<file path="src/rtl/ocx_tlx_ctl_router_if.sv">
// Bundle of parser, VC FIFO, data-arbiter and credit-return signals for ocx_tlx_ctl_router.
// The router takes the slave modport; its upstream/downstream environment takes master.
interface ocx_tlx_ctl_router_if;
    logic [167:0] pars_ctl_info;
    logic         pars_ctl_valid;
    logic         pars_ctl_ready;
    logic [55:0]  ctl_vc0_bus;
    logic         ctl_vc0_v;
    logic         ctl_vc0_rd;
    logic [167:0] ctl_vc1_bus;
    logic         ctl_vc1_v;
    logic         ctl_vc1_rd;
    logic [1:0]   data_flit_v;
    logic [1:0]   data_arb_vc_v;
    logic [2:0]   data_arb_flit_cnt;
    logic         data_arb_cfg_hint;
    logic [3:0]   data_arb_cfg_offset;
    logic [55:0]  credit_return;
    logic         credit_return_v;
    logic [3:0]   rcv_xmt_credit_vcx0;
    logic [3:0]   rcv_xmt_credit_vcx3;
    logic [5:0]   rcv_xmt_credit_dcpx0;
    logic [5:0]   rcv_xmt_credit_dcpx3;
    logic         rcv_xmt_credit_tlx_v;
    logic [1:0]   ctl_err;

    modport slave (
        input  pars_ctl_info, pars_ctl_valid, ctl_vc0_rd, ctl_vc1_rd, data_flit_v,
               credit_return, credit_return_v,
        output pars_ctl_ready, ctl_vc0_bus, ctl_vc0_v, ctl_vc1_bus, ctl_vc1_v,
               data_arb_vc_v, data_arb_flit_cnt, data_arb_cfg_hint, data_arb_cfg_offset,
               rcv_xmt_credit_vcx0, rcv_xmt_credit_vcx3, rcv_xmt_credit_dcpx0,
               rcv_xmt_credit_dcpx3, rcv_xmt_credit_tlx_v, ctl_err
    );

    modport master (
        output pars_ctl_info, pars_ctl_valid, ctl_vc0_rd, ctl_vc1_rd, data_flit_v,
               credit_return, credit_return_v,
        input  pars_ctl_ready, ctl_vc0_bus, ctl_vc0_v, ctl_vc1_bus, ctl_vc1_v,
               data_arb_vc_v, data_arb_flit_cnt, data_arb_cfg_hint, data_arb_cfg_offset,
               rcv_xmt_credit_vcx0, rcv_xmt_credit_vcx3, rcv_xmt_credit_dcpx0,
               rcv_xmt_credit_dcpx3, rcv_xmt_credit_tlx_v, ctl_err
    );
endinterface

</file>
<file path="src/rtl/ocx_tlx_ctl_router.sv">
// TLX control-flit router: opcode classification into VC0/VC1 FIFOs, optional data-hold gating
// of data-bearing heads (enabled by OCX_TLX_CTL_DATA_HOLD_EN) and registered credit returns.
module ocx_tlx_ctl_router #(
    parameter int unsigned VC0_DEPTH = 8,
    parameter int unsigned VC1_DEPTH = 8,
    parameter int unsigned CNT_W     = 6
) (
    input logic                 tlx_clk,
    input logic                 reset_n,
    ocx_tlx_ctl_router_if.slave bus
);
    localparam int unsigned AW0 = $clog2(VC0_DEPTH);
    localparam int unsigned AW1 = $clog2(VC1_DEPTH);
    localparam int unsigned W0  = 60;   // {need[2:0], hasdata, payload[55:0]}
    localparam int unsigned W1  = 172;  // {need[2:0], hasdata, payload[167:0]}

    logic [7:0] opcode;
    logic       drop, to_vc1, hasdata;
    logic [1:0] dl;
    logic [2:0] need;

    assign opcode = bus.pars_ctl_info[7:0];

    always_comb begin
        drop    = (opcode == 8'h00) || (opcode == 8'h08);
        to_vc1  = |opcode[7:5];
        hasdata = 1'b0;
        dl      = 2'b00;
        case (opcode)
            8'h01, 8'h03: begin
                hasdata = 1'b1;
                dl      = bus.pars_ctl_info[27:26];
            end
            8'h81: begin
                hasdata = 1'b1;
                dl      = bus.pars_ctl_info[111:110];
            end
            8'h82, 8'h86, 8'hE1: hasdata = 1'b1;
            default: ;
        endcase
        case (dl)
            2'b10:   need = 3'd2;
            2'b11:   need = 3'd4;
            default: need = 3'd1;
        endcase
    end

    logic          ready, accept, push0, push1, pop0, pop1, rel0, rel1, ovf;
    logic [W0-1:0] mem0 [VC0_DEPTH];
    logic [W1-1:0] mem1 [VC1_DEPTH];
    logic [AW0:0]  wr0_q, rd0_q;
    logic [AW1:0]  wr1_q, rd1_q;
    logic [W0-1:0] head0;
    logic [W1-1:0] head1;
    logic          empty0, empty1, full0, full1;

    assign head0  = mem0[rd0_q[AW0-1:0]];
    assign head1  = mem1[rd1_q[AW1-1:0]];
    assign empty0 = (wr0_q == rd0_q);
    assign empty1 = (wr1_q == rd1_q);
    assign full0  = (wr0_q[AW0] != rd0_q[AW0]) && (wr0_q[AW0-1:0] == rd0_q[AW0-1:0]);
    assign full1  = (wr1_q[AW1] != rd1_q[AW1]) && (wr1_q[AW1-1:0] == rd1_q[AW1-1:0]);

    // Ready looks at both FIFOs so it never depends on the incoming opcode.
    assign ready  = !full0 && !full1;
    assign accept = bus.pars_ctl_valid && ready;
    assign push0  = accept && !drop && !to_vc1;
    assign push1  = accept && !drop && to_vc1;
    assign pop0   = bus.ctl_vc0_rd && rel0;
    assign pop1   = bus.ctl_vc1_rd && rel1;

    always_ff @(posedge tlx_clk or negedge reset_n) begin
        if (!reset_n) begin
            for (int unsigned i = 0; i < VC0_DEPTH; i++) mem0[i] <= '0;
            for (int unsigned i = 0; i < VC1_DEPTH; i++) mem1[i] <= '0;
            wr0_q <= '0;
            rd0_q <= '0;
            wr1_q <= '0;
            rd1_q <= '0;
        end else begin
            if (push0) begin
                mem0[wr0_q[AW0-1:0]] <= {need, hasdata, bus.pars_ctl_info[55:0]};
                wr0_q                <= wr0_q + (AW0 + 1)'(1);
            end
            if (push1) begin
                mem1[wr1_q[AW1-1:0]] <= {need, hasdata, bus.pars_ctl_info};
                wr1_q                <= wr1_q + (AW1 + 1)'(1);
            end
            if (pop0) rd0_q <= rd0_q + (AW0 + 1)'(1);
            if (pop1) rd1_q <= rd1_q + (AW1 + 1)'(1);
        end
    end

`ifdef OCX_TLX_CTL_DATA_HOLD_EN
    logic [CNT_W-1:0] cnt0_q, cnt0_d, cnt1_q, cnt1_d;
    logic             dec0, dec1, ovf0, ovf1;

    assign dec0 = pop0 && head0[56];
    assign dec1 = pop1 && head1[168];

    always_comb begin
        cnt0_d = cnt0_q;
        cnt1_d = cnt1_q;
        ovf0   = 1'b0;
        ovf1   = 1'b0;
        // Saturation only bites when no pop absorbs the incoming flit.
        if (bus.data_flit_v[0] && !dec0 && (&cnt0_q)) begin
            ovf0 = 1'b1;
        end else begin
            cnt0_d = cnt0_q + CNT_W'(bus.data_flit_v[0]) - (dec0 ? CNT_W'(head0[59:57]) : '0);
        end
        if (bus.data_flit_v[1] && !dec1 && (&cnt1_q)) begin
            ovf1 = 1'b1;
        end else begin
            cnt1_d = cnt1_q + CNT_W'(bus.data_flit_v[1]) - (dec1 ? CNT_W'(head1[171:169]) : '0);
        end
    end

    always_ff @(posedge tlx_clk or negedge reset_n) begin
        if (!reset_n) begin
            cnt0_q <= '0;
            cnt1_q <= '0;
        end else begin
            cnt0_q <= cnt0_d;
            cnt1_q <= cnt1_d;
        end
    end

    assign rel0 = !empty0 && (!head0[56] || (cnt0_q >= CNT_W'(head0[59:57])));
    assign rel1 = !empty1 && (!head1[168] || (cnt1_q >= CNT_W'(head1[171:169])));
    assign ovf  = ovf0 || ovf1;
`else
    logic unused_hold;
    assign unused_hold = ^{bus.data_flit_v, head0[59:56], head1[171:168]};

    assign rel0 = !empty0;
    assign rel1 = !empty1;
    assign ovf  = 1'b0;
`endif

    logic [1:0] err_q;
    logic [3:0] vcx0_q, vcx3_q;
    logic [5:0] dcpx0_q, dcpx3_q;
    logic       tlx_v_q;

    always_ff @(posedge tlx_clk or negedge reset_n) begin
        if (!reset_n) begin
            err_q   <= '0;
            vcx0_q  <= '0;
            vcx3_q  <= '0;
            dcpx0_q <= '0;
            dcpx3_q <= '0;
            tlx_v_q <= 1'b0;
        end else begin
            err_q[0] <= err_q[0] || (bus.pars_ctl_valid && !ready);
            err_q[1] <= err_q[1] || ovf;
            if (bus.credit_return_v) begin
                vcx0_q  <= bus.credit_return[11:8];
                vcx3_q  <= bus.credit_return[15:12];
                dcpx0_q <= bus.credit_return[37:32];
                dcpx3_q <= bus.credit_return[43:38];
            end
            tlx_v_q <= bus.credit_return_v;
        end
    end

    logic unused_credit;
    assign unused_credit = ^{bus.credit_return[55:44], bus.credit_return[31:16],
                             bus.credit_return[7:0]};

    assign bus.pars_ctl_ready       = ready;
    assign bus.ctl_vc0_bus          = head0[55:0];
    assign bus.ctl_vc1_bus          = head1[167:0];
    assign bus.ctl_vc0_v            = rel0;
    assign bus.ctl_vc1_v            = rel1;
    assign bus.data_arb_vc_v        = {push1 && hasdata, push0 && hasdata};
    assign bus.data_arb_flit_cnt    = ((push0 || push1) && hasdata) ? need : 3'd0;
    assign bus.data_arb_cfg_hint    = accept && (opcode == 8'hE1);
    assign bus.data_arb_cfg_offset  = accept ? bus.pars_ctl_info[33:30] : 4'h0;
    assign bus.rcv_xmt_credit_vcx0  = vcx0_q;
    assign bus.rcv_xmt_credit_vcx3  = vcx3_q;
    assign bus.rcv_xmt_credit_dcpx0 = dcpx0_q;
    assign bus.rcv_xmt_credit_dcpx3 = dcpx3_q;
    assign bus.rcv_xmt_credit_tlx_v = tlx_v_q;
    assign bus.ctl_err              = err_q;
endmodule

</file>
<file path="src/flat_wrapper.sv">
// flat-port wrapper written by rule: the top's interface ports become plain ports
module ocx_tlx_ctl_router_flat 
#(
    parameter int unsigned VC0_DEPTH = 8,
    parameter int unsigned VC1_DEPTH = 8,
    parameter int unsigned CNT_W     = 6
)
  (tlx_clk, reset_n, bus_pars_ctl_info, bus_pars_ctl_valid, bus_ctl_vc0_rd, bus_ctl_vc1_rd, bus_data_flit_v, bus_credit_return, bus_credit_return_v, bus_pars_ctl_ready, bus_ctl_vc0_bus, bus_ctl_vc0_v, bus_ctl_vc1_bus, bus_ctl_vc1_v, bus_data_arb_vc_v, bus_data_arb_flit_cnt, bus_data_arb_cfg_hint, bus_data_arb_cfg_offset, bus_rcv_xmt_credit_vcx0, bus_rcv_xmt_credit_vcx3, bus_rcv_xmt_credit_dcpx0, bus_rcv_xmt_credit_dcpx3, bus_rcv_xmt_credit_tlx_v, bus_ctl_err);
  ocx_tlx_ctl_router_if bus_i ();
  input logic tlx_clk;
  input logic reset_n;
  input wire logic [$bits(bus_i.pars_ctl_info)-1:0] bus_pars_ctl_info;
  input wire logic [$bits(bus_i.pars_ctl_valid)-1:0] bus_pars_ctl_valid;
  input wire logic [$bits(bus_i.ctl_vc0_rd)-1:0] bus_ctl_vc0_rd;
  input wire logic [$bits(bus_i.ctl_vc1_rd)-1:0] bus_ctl_vc1_rd;
  input wire logic [$bits(bus_i.data_flit_v)-1:0] bus_data_flit_v;
  input wire logic [$bits(bus_i.credit_return)-1:0] bus_credit_return;
  input wire logic [$bits(bus_i.credit_return_v)-1:0] bus_credit_return_v;
  output wire logic [$bits(bus_i.pars_ctl_ready)-1:0] bus_pars_ctl_ready;
  output wire logic [$bits(bus_i.ctl_vc0_bus)-1:0] bus_ctl_vc0_bus;
  output wire logic [$bits(bus_i.ctl_vc0_v)-1:0] bus_ctl_vc0_v;
  output wire logic [$bits(bus_i.ctl_vc1_bus)-1:0] bus_ctl_vc1_bus;
  output wire logic [$bits(bus_i.ctl_vc1_v)-1:0] bus_ctl_vc1_v;
  output wire logic [$bits(bus_i.data_arb_vc_v)-1:0] bus_data_arb_vc_v;
  output wire logic [$bits(bus_i.data_arb_flit_cnt)-1:0] bus_data_arb_flit_cnt;
  output wire logic [$bits(bus_i.data_arb_cfg_hint)-1:0] bus_data_arb_cfg_hint;
  output wire logic [$bits(bus_i.data_arb_cfg_offset)-1:0] bus_data_arb_cfg_offset;
  output wire logic [$bits(bus_i.rcv_xmt_credit_vcx0)-1:0] bus_rcv_xmt_credit_vcx0;
  output wire logic [$bits(bus_i.rcv_xmt_credit_vcx3)-1:0] bus_rcv_xmt_credit_vcx3;
  output wire logic [$bits(bus_i.rcv_xmt_credit_dcpx0)-1:0] bus_rcv_xmt_credit_dcpx0;
  output wire logic [$bits(bus_i.rcv_xmt_credit_dcpx3)-1:0] bus_rcv_xmt_credit_dcpx3;
  output wire logic [$bits(bus_i.rcv_xmt_credit_tlx_v)-1:0] bus_rcv_xmt_credit_tlx_v;
  output wire logic [$bits(bus_i.ctl_err)-1:0] bus_ctl_err;
  assign bus_i.pars_ctl_info = bus_pars_ctl_info;
  assign bus_i.pars_ctl_valid = bus_pars_ctl_valid;
  assign bus_i.ctl_vc0_rd = bus_ctl_vc0_rd;
  assign bus_i.ctl_vc1_rd = bus_ctl_vc1_rd;
  assign bus_i.data_flit_v = bus_data_flit_v;
  assign bus_i.credit_return = bus_credit_return;
  assign bus_i.credit_return_v = bus_credit_return_v;
  assign bus_pars_ctl_ready = bus_i.pars_ctl_ready;
  assign bus_ctl_vc0_bus = bus_i.ctl_vc0_bus;
  assign bus_ctl_vc0_v = bus_i.ctl_vc0_v;
  assign bus_ctl_vc1_bus = bus_i.ctl_vc1_bus;
  assign bus_ctl_vc1_v = bus_i.ctl_vc1_v;
  assign bus_data_arb_vc_v = bus_i.data_arb_vc_v;
  assign bus_data_arb_flit_cnt = bus_i.data_arb_flit_cnt;
  assign bus_data_arb_cfg_hint = bus_i.data_arb_cfg_hint;
  assign bus_data_arb_cfg_offset = bus_i.data_arb_cfg_offset;
  assign bus_rcv_xmt_credit_vcx0 = bus_i.rcv_xmt_credit_vcx0;
  assign bus_rcv_xmt_credit_vcx3 = bus_i.rcv_xmt_credit_vcx3;
  assign bus_rcv_xmt_credit_dcpx0 = bus_i.rcv_xmt_credit_dcpx0;
  assign bus_rcv_xmt_credit_dcpx3 = bus_i.rcv_xmt_credit_dcpx3;
  assign bus_rcv_xmt_credit_tlx_v = bus_i.rcv_xmt_credit_tlx_v;
  assign bus_ctl_err = bus_i.ctl_err;
  ocx_tlx_ctl_router #(.VC0_DEPTH(VC0_DEPTH), .VC1_DEPTH(VC1_DEPTH), .CNT_W(CNT_W)) u_core (.tlx_clk(tlx_clk), .reset_n(reset_n), .bus(bus_i));
endmodule
</file>
<file path="config.mk">
export PLATFORM = sky130hd
export DESIGN_NAME = ocx_tlx_ctl_router_flat
export DESIGN_NICKNAME = d
export VERILOG_FILES = /design/src/rtl/ocx_tlx_ctl_router_if.sv /design/src/rtl/ocx_tlx_ctl_router.sv /design/src/flat_wrapper.sv
export SDC_FILE = /design/constraint.sdc
export NUM_CORES = 2
export LEC_CHECK = 0
export ABC_AREA = 1
export CAP_MARGIN = 20
export CORE_MARGIN = 1
export CORE_UTILIZATION = 50
export DETAILED_ROUTE_END_ITERATION = 16
export HOLD_SLACK_MARGIN = 0.12
export PLACE_DENSITY_LB_ADDON = 0.05
export SLEW_MARGIN = 10
export SYNTH_ARGS = -nofsm -noshare
export SYNTH_HDL_FRONTEND = slang
export SYNTH_SLANG_ARGS = --single-unit
export TNS_END_PERCENT = 30
</file>
<file path="constraint.sdc">
create_clock -name tlx_clk -period 3.3 [get_ports tlx_clk]
set_input_delay 0.66 -clock tlx_clk [delete_from_list [all_inputs] [get_ports tlx_clk]]
set_output_delay 0.66 -clock tlx_clk [all_outputs]
set_load 0.05 [all_outputs]
</file>
==> summary.txt <==
worst rel slew slack: 13.4%
critical path's largest stage delay: 0.50 ns
die height: 427 µm
worst reg2reg path depth: 15
Starting Density: 50.5%
# fillers: 15,200
CP delay by family, top: buffers and inverters
top cell type's share of synthesized area: 50.7%
syn nets: 11,900
Worst Hold End: u_core.bus.rcv_xmt_credit_dcpx0[1]
syn avg cell area: 7.75 µm²
Final WS setup: -0.259 ns
Period minus WS final: 3.56 ns
initial antenna violation count: 12
RSZ-0062 raised after global routing: yes
YS warnings: 0
crit-path cells: buf_12 -> buf_12 -> buf_16 -> buf_16 -> o21ai_0 -> o22ai_2 -> nor2_1 -> a31oi_1 -> buf_4 -> buf_12
htree depth: 4
Place WS: 0.109 ns
Cell variety after synth: 30
R2R setup slack: 0.34 ns
GRT Total Usage: 37.2%
Hold WS: 0.415 ns
Pleak: 55.5 nW
DRC viols: 0
Critical path buffers and inverters: 6
wirelength, routed: 351,000 µm
Worst Hold Class: in2reg
#FFs+latches synth: 1,830
Final Max Tran Viols: 0
max frequency: 281 MHz
core footprint: 179,000 µm²
Worst path slowest cell: dfrtp_4
most numerous cell in the Yosys netlist: nand2_1
FP Rows: 155
measured slew at the worst slew-check pin: 1.30 ns
VDD IR-drop max: 1.09 mV
Post-DRT Antenna Nets: 0
pwr/cell area: 1240 nW/µm²
Cell Area, Synth: 90,200 µm²
final hold vios: 0
first-pass GRT wire length: 526,000 µm
clock skew: 0.0210 ns
status: complete, but fails checks
top cells by area, synth: dfrtp_1 51%, nand2_1 15%, nand4_1 12%
detailed placement HPWL: 176,000 µm
final worst path period share: 108%
cell depth of the worst hold path: 2
port buffer count: 452
share of layout cells above drive strength 1: 13.0%
clk sink count: 1,830
vias in the first global route: 85,200
Startpoint Class: flip-flop
Die ar.: 182,000 µm²
Required @ worst endpoint: 2.64 ns
Root Driver: clkbuf_16
grt total ovfl: 0
Die X: 427 µm
GP Congestion: 0.827
Arr. time, crit path: 2.90 ns
Reg clk slew, reported paths: 0.06 ns
initial DRC count: 11,500
IO Count: 492
Worst R2R Start: u_core.rd1_q[1]
failing checks: negative setup slack
DR WL/cell: 24.7 µm
Setup CP Type: reg2out
crit-path max FO: 6
CTS tree: yes
Post-Syn Instances: 11,600
CTS Buf Count: 199
area grow syn2layout: 25.5%
clk buf depth: 3
Final Cell Area: 113,000 µm²
number of enable flip-flop cells after synthesis: 0
Min-Delay Startpoint: bus_credit_return[33]
First-pass DRT Iterations: 9
Vias/cell: 6.30
final setup fails: 228
ys async rst share: 100%
Pwr Total: 140 mW
CP most frequent cell: buf_12
Clock Latency Late Sink: 0.85 ns
largest net degree at the start of global routing: 232
Reg2Reg Capture Point: u_core.mem1[1349]
Max-Cap Viols: 0
sequential area share after synthesis: 50.7%
vias post-DR: 89,400
most common library cells after synthesis: 3,611 x nand2_1, 1,830 x dfrtp_1, 1,785 x nand4_1
total negative slack: -27.59 ns
Post-Place Cell Area: 101,000 µm²
crit end category: output pin
Net count, final: 11,900
post-synth top area cell: dfrtp_1
Synth Flop Type: dfrtp_1
## worst reg2reg max path: cells and delay by family, from the launching register on
kind          cells  cell delay [ns]
buf+inv           8             1.57
flops             1             0.50
simple gates      7             0.83
## through the flow
step / utilization, % / instances
detailed placement: 56.3 / 13600
floorplan: - / 11600
global route: 63.3 / 14200
global placement: 56.3 / 13600
finish: 63.3 / 14200
CTS: 62.2 / 14100
## placed cells by master, fill, tap and decap left out, types with 4 or more instances in the layout
master,instances
nand2_1,3610
dfrtp_1,1824
nand4_1,1785
nor2_1,1513
o21ai_0,766
buf_12,417
buf_4,332
clkbuf_16,236
clkdlybuf4s50_1,214
o22ai_1,193
a31oi_1,140
buf_16,89
o21ai_1,88
a31oi_2,69
clkbuf_1,67
inv_1,48
clkbuf_8,46
o21ai_2,40
nor2_2,37
buf_6,37
nor2_4,32
o22ai_2,32
clkinv_2,28
buf_8,23
mux2_2,20
bufbuf_16,16
a31oi_4,15
nor3_2,14
inv_6,13
diode_2,9
inv_2,8
xor2_1,8
nand3_1,7
o21ai_4,5
nor3_1,5
clkinv_16,4
xnor2_1,4
nor3_4,4
ha_1,4
dfrtp_4,4
## registers in the layout, indices dropped and copies added, names as in the netlist, 6 cells and up
signal,cells
u_core.mem1,1344
u_core.bus.rcv_xmt_credit_dcpx0,6
u_core.mem0,448
u_core.bus.rcv_xmt_credit_dcpx3,6
## power by group
group	switching [mW]	total [mW]	internal, mW
clock network	9.49	22.0	12.5
logic	48.9	81.9	32.9
registers	4.93	36.3	31.3
total	63.4	140	76.8
## cell families (layout without fill, tap and decap cells)
| group | count (synthesis) | count (layout) | synth area share [%] |
|---|---|---|---|
| flip-flops | 1830 | 1830 | 50.7 |
| other | 1 | 10 | 0.00416 |
| adder cells (fa/ha/maj) | 4 | 4 | 0.0555 |
| AND/OR/NAND/NOR | 7013 | 7013 | 34.3 |
| AO/OA/AOI/OAI | 1353 | 1353 | 8.13 |
| XOR/XNOR | 12 | 12 | 0.116 |
| buffers and inverters | 1411 | 1590 | 6.44 |
| multiplexers | 20 | 20 | 0.250 |
## timing repair
item | CTS | global route
endpoints found under the setup margin | 235 | 234
pin swaps | 77 | 129
hold buffers | 1 | 0
buffers inserted | 95 | 33
cloned | 75 | 35
endpoints found under the hold margin | 43 | 0
gates resized for setup | 340 | 328
## worst max path at each step
stage                              start                       end  depth (start not counted)
finish                   u_core.rd1_q[0]      bus_ctl_vc1_bus[137]                         10
global route             u_core.rd1_q[0]      bus_ctl_vc1_bus[137]                         10
CTS                      u_core.rd1_q[0]       bus_ctl_vc1_bus[72]                          8
detailed placement  bus_pars_ctl_info[0]         u_core.mem1[1191]                          8
global placement    bus_pars_ctl_info[0]         u_core.mem1[1185]                          8
floorplan           bus_pars_ctl_info[0]  bus_data_arb_flit_cnt[1]                          7
## layer usage
layer | vias up | GRT usage (%) | part of all wire (%)
met3 | 899 | 5.73 | 8.7
met4 | 8 | 18.8 | 5.0
met2 | 4800 | 59.2 | 47
met1 | 44100 | 49.4 | 39
li1 | 39600 | - | -
met5 | - | 0 | 0.015
## final cells by class
class	instances	area [µm²]	share of cell area (%)
inverter	63	345	0.305
timing repair buffer	1162	17600	15.5
sequential	1830	45800	40.5
clock buffer	316	5960	5.27
clock inverter	43	344	0.304
multi-input combinational	8403	40200	35.5
timing repair inverter	6	76.3	0.0674
tap	2355	2950	2.60
antenna	9	22.5	0.0199
Power figures use the tool's default switching activity.
